File: src/rtl/edge_detector_bank.sv
// Multi-channel edge detector: per-channel synchroniser, debounce filter,
// mode-qualified edge strobes and sticky pending flags with per-channel clear.
module edge_detector_bank #(
    parameter int CHANNELS    = 4,
    parameter int SYNC_STAGES = 2,
    parameter int DEBOUNCE    = 4,
    localparam int CNT_W      = $clog2(DEBOUNCE + 1)
) (
    input  logic                  clk,
    input  logic                  reset,
    input  logic [CHANNELS-1:0]   in,
    input  logic [2*CHANNELS-1:0] mode,
    input  logic [CHANNELS-1:0]   clear,
    output logic [CHANNELS-1:0]   level,
    output logic [CHANNELS-1:0]   pulse,
    output logic [CHANNELS-1:0]   pending,
    output logic                  any_pending
);

    localparam logic [CNT_W-1:0] CNT_MAX = CNT_W'(DEBOUNCE - 1);

    generate
        for (genvar gi = 0; gi < CHANNELS; gi++) begin : g_chan
            logic [SYNC_STAGES-1:0] sync_reg;
            logic [CNT_W-1:0]       cnt_reg;
            logic [CNT_W-1:0]       cnt_next;
            logic                   level_reg;
            logic                   level_next;
            logic                   pulse_reg;
            logic                   pulse_next;
            logic                   pending_reg;
            logic                   pending_next;
            logic                   s;
            logic                   chg;

            assign s = sync_reg[SYNC_STAGES-1];

            // A change is accepted on the cycle the counter has seen it DEBOUNCE times.
            assign chg = (s != level_reg) && (cnt_reg == CNT_MAX);

            always_comb begin
                cnt_next     = '0;
                level_next   = level_reg;
                pulse_next   = 1'b0;
                if (s == level_reg) begin
                    cnt_next = '0;
                end else if (cnt_reg == CNT_MAX) begin
                    level_next = s;
                    cnt_next   = '0;
                end else begin
                    cnt_next = cnt_reg + CNT_W'(1);
                end
                pulse_next   = (chg && s && mode[2*gi]) || (chg && !s && mode[2*gi+1]);
                // A new event wins over a simultaneous clear so nothing is lost.
                pending_next = (pending_reg && !clear[gi]) || pulse_next;
            end

            always_ff @(posedge clk) begin
                if (reset) begin
                    sync_reg    <= '0;
                    cnt_reg     <= '0;
                    level_reg   <= 1'b0;
                    pulse_reg   <= 1'b0;
                    pending_reg <= 1'b0;
                end else begin
                    sync_reg    <= {sync_reg[SYNC_STAGES-2:0], in[gi]};
                    cnt_reg     <= cnt_next;
                    level_reg   <= level_next;
                    pulse_reg   <= pulse_next;
                    pending_reg <= pending_next;
                end
            end

            assign level[gi]   = level_reg;
            assign pulse[gi]   = pulse_reg;
            assign pending[gi] = pending_reg;
        end
    endgenerate

    assign any_pending = |pending;

endmodule

File: config.mk
export PLATFORM = sky130hd
export DESIGN_NAME = edge_detector_bank
export DESIGN_NICKNAME = d
export VERILOG_FILES = /design/src/rtl/edge_detector_bank.sv
export SDC_FILE = /design/constraint.sdc
export NUM_CORES = 1
export LEC_CHECK = 0
export CAP_MARGIN = 20
export CORE_MARGIN = 4
export CORE_UTILIZATION = 25
export CTS_CLUSTER_SIZE = 24
export DETAILED_ROUTE_END_ITERATION = 16
export DONT_BUFFER_PORTS = 1
export GPL_TIMING_DRIVEN = 0
export HOLD_SLACK_MARGIN = 0.02
export PLACE_DENSITY_LB_ADDON = 0.15
export RECOVER_POWER = 25
export SLEW_MARGIN = 10
export SYNTH_ARGS = -nofsm -noshare
export SYNTH_HDL_FRONTEND = slang
export SYNTH_SLANG_ARGS = --single-unit
File: constraint.sdc
create_clock -name clk -period 1.8 [get_ports clk]
set_input_delay 0.27 -clock clk [delete_from_list [all_inputs] [get_ports clk]]
set_output_delay 0.27 -clock clk [all_outputs]
set_load 0.05 [all_outputs]
==> impl_metrics.env, run 1 <==
export IMPL_end_kind="output port"
export IMPL_path_buf_inv=0
export IMPL_hold_slack_ns=0.1174
export IMPL_vdd_drop_max_mv=0.3825
export IMPL_maxCapViolCount=0
export IMPL_fin_skew_ns=0.001962
export IMPL_critPathSlowestCell="or4_1"
export IMPL_overflow=0
export IMPL_cts_tree="done"
export IMPL_async_flop_share_pct=0
export IMPL_path_delay_family="simple AND/OR/NAND/NOR gates"
export IMPL_avgSynthCellArea_um2=10.50
export IMPL_start_kind="flip-flop"
export IMPL_maxSlewHeadroom_pct=59.98
export IMPL_cts_resized=0
export IMPL_grt_pass1_vias=806
export IMPL_cts_htree_levels=2
export IMPL_routedWlPerCell_um=11.75
export IMPL_die_x_um=79.87
export IMPL_fin_crit_sh_pct=93.37
export IMPL_synth_edf_count=0
export IMPL_power_density_mw_per_mm2=906.9
export IMPL_vias=792
export IMPL_drive_gt1_share_pct=25.19
export IMPL_clockRootBuffer="clkbuf_8"
export IMPL_drc=0
export IMPL_leakagePower_nw=0.5729
export IMPL_io_pins=31
export IMPL_drtAntennaViolNets=0
export IMPL_gp_congestion=0.6674
export IMPL_cts_made_buffers=5
export IMPL_grt_usage_pct=8.182
export IMPL_dieArea_mm2=0.006378
export IMPL_rsz0062_at_grt="false"
export IMPL_initial_core_util_pct=26.63
export IMPL_cts_setup_buffers=0
export IMPL_met1_usage_pct=8.591
export IMPL_antenna_cells=0
export IMPL_path_max_fanout=3
export IMPL_setup_viol=0
export IMPL_finalCoreUtilization_pct=29.94
export IMPL_vias_per_cell=4.000
export IMPL_seq_area_frac_synth_pct=49.61
export IMPL_min_path_type="input port to flip-flop"
export IMPL_largest_reg_flops=12
export IMPL_synth_ff_latch_count=32
export IMPL_synth_common_cells="dfxtp_1, buf_4, nor2_2"
export IMPL_fin_crit_ns=1.681
export IMPL_use_met2_pct=12.52
export IMPL_required_ns=1.53
export IMPL_clock_sinks=32
export IMPL_rows=25
export IMPL_grt_max_degree=11
export IMPL_synth_top_area_share_pct=49.61
export IMPL_final_nets=156
export IMPL_synth_area_mm2=0.001291
export IMPL_die_h_um=79.87
export IMPL_drt_pass1_iter_count=3
export IMPL_worst_setup_path_type="flip-flop to output port"
export IMPL_syn_inst=123
export IMPL_worstMarginPinSlew_ns=0.6028
export IMPL_synthTopCellsByArea="dfxtp_1, ha_1, buf_4"
export IMPL_hold_viol=0
export IMPL_fin_total_pwr_mw=1.316
export IMPL_hpwl_um=1755
export IMPL_yosysMostFrequentCell="dfxtp_1"
export IMPL_design_core_area_mm2=0.004848
export IMPL_portBuffers=0
export IMPL_fmax_mhz=595.0
export IMPL_clk_latency_ns=0.28
export IMPL_clk_pin_slew_ns=0.06
export IMPL_slew_violations=0
export IMPL_antenna_found_initial=0
export IMPL_ys_flop_type="dfxtp_1"
export IMPL_synth_fp_nets=149
export IMPL_cp_cell_sequence="or4_1"
export IMPL_max_stage_delay_ns=0.80
export IMPL_yosys_warnings=0
export IMPL_grt_pass1_wl_um=3815
export IMPL_top_usage_layer="met2"
export IMPL_ctsHoldBuffers=0
export IMPL_synth_distinct_cells=16
export IMPL_clock_path_buffers=2
export IMPL_initialDrtViolationCount=32
export IMPL_use_met3_pct=5.079
export IMPL_synth_top_cell_by_area="dfxtp_1"
export IMPL_wirelength_um=2327
export IMPL_cp_data_arrival_time_ns=1.41
export IMPL_synthToLayoutAreaGrowth_pct=12.40
export IMPL_outcome="complete, no violations"
export IMPL_fin_setup_tns_ns=0
metrics by stage:
step | instance area (um2) | cells | worst slack (ns)
2_1_floorplan | 1291 | 123 | 0.4626
6_report | 1451 | 198 | 0.1194
4_1_cts | 1468 | 198 | 0.09304
3_3_place_gp | 1375 | 190 | 0.4193
3_5_place_dp | 1375 | 190 | 0.4177
5_1_grt | 1451 | 198 | 0.08166
cell usage in the layout, fill, tap and decap left out:
cell type	instances
nor2b_1	8
or3_4	4
mux2i_1	4
buf_4	9
nor2_2	12
nor2_1	8
or4_1	1
inv_1	8
xnor2_1	4
ha_1	8
clkbuf_8	6
nand3b_1	8
clkbuf_1	5
nand2b_1	4
dfxtp_1	32
a21o_1	4
clkinv_2	2
a21oi_1	4
report_power, final:
group / switching, mW / internal [mW] / total, mW
clock network: 0.252 / 0.304 / 0.557
registers: 0.00623 / 0.719 / 0.725
logic: 0.0175 / 0.0165 / 0.0340
metal layers:
layer	share of wire, %	up-vias
met5	0	-
met4	2.4	0
met3	9.9	5
met2	45	25
met1	42	364
li1	-	398
cells by family after synthesis:
group,count (synthesis),share of synthesized area (%)
muxes,4,3.101
buffers and inverters,22,10.27
xor gates and xnor gates,4,2.713
AOI/OAI and AO/OA,8,3.876
and+or+nand+nor,45,22.67
DFF,32,49.61
adders and majority gates,8,7.752
final timing paths:
path,from,end,slack (ns),cells past startpoint
worst max-delay path,g_chan[1].pending_reg$_SDFF_PP0_,any_pending,0.12,1
worst min-delay path,in[2],g_chan[2].sync_reg[0]$_SDFF_PP0_,0.12,1
worst max register to register,g_chan[0].cnt_reg[0]$_SDFF_PP0_,g_chan[0].cnt_reg[1]$_SDFF_PP0_,0.48,4
worst min register to register,g_chan[1].cnt_reg[0]$_SDFF_PP0_,g_chan[1].cnt_reg[0]$_SDFF_PP0_,0.43,1
layout make-up:
type / instances / area, um2
inverters: 8 / 30.03
plain buffers: 14 / 86.33
well taps: 67 / 83.83
clock inverters: 2 / 10.01
fillers: 533 / 3397
clock buffers: 6 / 82.58
flip-flops and latches: 32 / 640.6
multi-input cells: 69 / 518.0
No activity file was read; power rests on OpenSTA's default activity.
==> run 2, diff against run 1 <==
Settings changed: PLACE_DENSITY_LB_ADDON 0.15 to not set.
==> run 2 against run 1 <==
Against the previous run:
- clock skew increased by 0.0056 ns
- wire length is 9.1% lower
- largest power group unchanged
- count of clock-buffer cells in the layout unchanged
==> impl_metrics.env, run 2 (same netlist as run 1, synthesis figures left out) <==
export IMPL_drc=0
export IMPL_largest_reg_flops=12
export IMPL_top_usage_layer="met2"
export IMPL_slew_violations=0
export IMPL_worstMarginPinSlew_ns=0.5952
export IMPL_grt_max_degree=11
export IMPL_cts_setup_buffers=0
export IMPL_overflow=0
export IMPL_setup_slack_ns=0.1321
export IMPL_required_ns=1.53
export IMPL_fin_crit_ns=1.668
export IMPL_leakagePower_nw=0.5856
export IMPL_met1_usage_pct=9.153
export IMPL_hpwl_um=1618
export IMPL_drtAntennaViolNets=0
export IMPL_fmax_mhz=599.6
export IMPL_cts_tree="done"
export IMPL_maxCapViolCount=0
export IMPL_use_met3_pct=5.305
export IMPL_final_cell_mix="dfxtp_1, nor2_2, buf_4"
export IMPL_cp_data_arrival_time_ns=1.40
export IMPL_vias=762
export IMPL_dieArea_mm2=0.006378
export IMPL_drt_pass1_iter_count=4
export IMPL_drive_gt1_share_pct=25.95
export IMPL_design_core_area_mm2=0.004848
export IMPL_clk_pin_slew_ns=0.07
export IMPL_cp_cell_sequence="or4_1"
export IMPL_final_nets=156
export IMPL_critPathSlowestCell="or4_1"
export IMPL_start_kind="flip-flop"
export IMPL_dp_slack_ns=0.4348
export IMPL_ctsHoldBuffers=0
export IMPL_portBuffers=0
export IMPL_antenna_found_initial=1
export IMPL_initialDrtViolationCount=39
export IMPL_max_stage_delay_ns=0.77
export IMPL_initial_core_util_pct=26.63
export IMPL_clock_path_buffers=2
export IMPL_fin_setup_tns_ns=0
export IMPL_synthToLayoutAreaGrowth_pct=14.15
export IMPL_maxSlewHeadroom_pct=60.49
export IMPL_routedWlPerCell_um=10.69
export IMPL_wirelength_um=2116
export IMPL_io_pins=31
export IMPL_die_h_um=79.87
export IMPL_vdd_drop_max_mv=0.4226
export IMPL_use_met2_pct=10.27
export IMPL_cts_made_buffers=5
export IMPL_path_delay_family="simple AND/OR/NAND/NOR gates"
export IMPL_clock_sinks=32
export IMPL_min_path_type="input port to flip-flop"
export IMPL_outcome="complete, no violations"
export IMPL_setup_viol=0
export IMPL_fillCellCount=516
export IMPL_grt_pass1_wl_um=3519
export IMPL_end_kind="output port"
export IMPL_clk_latency_ns=0.28
export IMPL_rsz0062_at_grt="false"
export IMPL_fin_total_pwr_mw=1.422
export IMPL_die_x_um=79.87
export IMPL_vias_per_cell=3.848
export IMPL_power_density_mw_per_mm2=964.5
export IMPL_path_buf_inv=0
export IMPL_final_common_cell="dfxtp_1"
export IMPL_cts_htree_levels=2
export IMPL_fin_skew_ns=0.007601
export IMPL_grt_usage_pct=7.647
export IMPL_antenna_cells=0
export IMPL_hold_viol=0
export IMPL_fin_crit_sh_pct=92.66
export IMPL_clockRootBuffer="clkbuf_8"
export IMPL_cts_resized=0
export IMPL_grt_pass1_vias=763
export IMPL_worst_setup_path_type="flip-flop to output port"
export IMPL_rows=25
export IMPL_gp_congestion=0.6539
export IMPL_path_max_fanout=3
## run 2: final timing paths
path                                                        from                               end  slack (ns)  cells past startpoint
worst max-delay path            g_chan[0].pending_reg$_SDFF_PP0_                       any_pending        0.13                      1
worst min-delay path                                       in[2]  g_chan[2].sync_reg[0]$_SDFF_PP0_        0.11                      1
worst max register to register   g_chan[1].cnt_reg[0]$_SDFF_PP0_   g_chan[1].cnt_reg[0]$_SDFF_PP0_        0.50                      4
worst min register to register   g_chan[2].cnt_reg[0]$_SDFF_PP0_   g_chan[2].cnt_reg[0]$_SDFF_PP0_        0.43                      1
## run 2: through the flow
step | hold WS (ns) | cell area, um2 | utilization (%) | instances
3_5_place_dp | 0.4042 | 1375 | 28.36 | 190
3_3_place_gp | 0.4050 | 1375 | 28.36 | 190
5_1_grt | 0.1208 | 1474 | 30.40 | 198
2_1_floorplan | 0.3982 | 1291 | - | 123
4_1_cts | 0.1028 | 1483 | 30.58 | 198
6_report | 0.1142 | 1474 | 30.40 | 198
## run 2: routing by layer
| layer | up-vias | share of wire, % |
|---|---|---|
| li1 | 398 | - |
| met5 | - | 0.61 |
| met3 | 7 | 12 |
| met4 | 2 | 2.1 |
| met1 | 327 | 49 |
| met2 | 28 | 37 |
## run 2: area by class of cell
cell class,instances,area (um2),area share [%]
sequential,32,640.6,43.46
clock buffer,6,72.57,4.924
tap,67,83.83,5.688
inverter,8,30.03,2.037
multi-input combinational,69,518.0,35.14
buffer,14,93.84,6.367
clock inverter,2,35.03,2.377
## run 2: where the power goes
part	total, mW	leakage [nW]	switching, mW	internal (mW)
registers	0.725	0.260	0.00610	0.719
logic	0.0336	0.271	0.0170	0.0165
clock network	0.663	0.0552	0.253	0.410
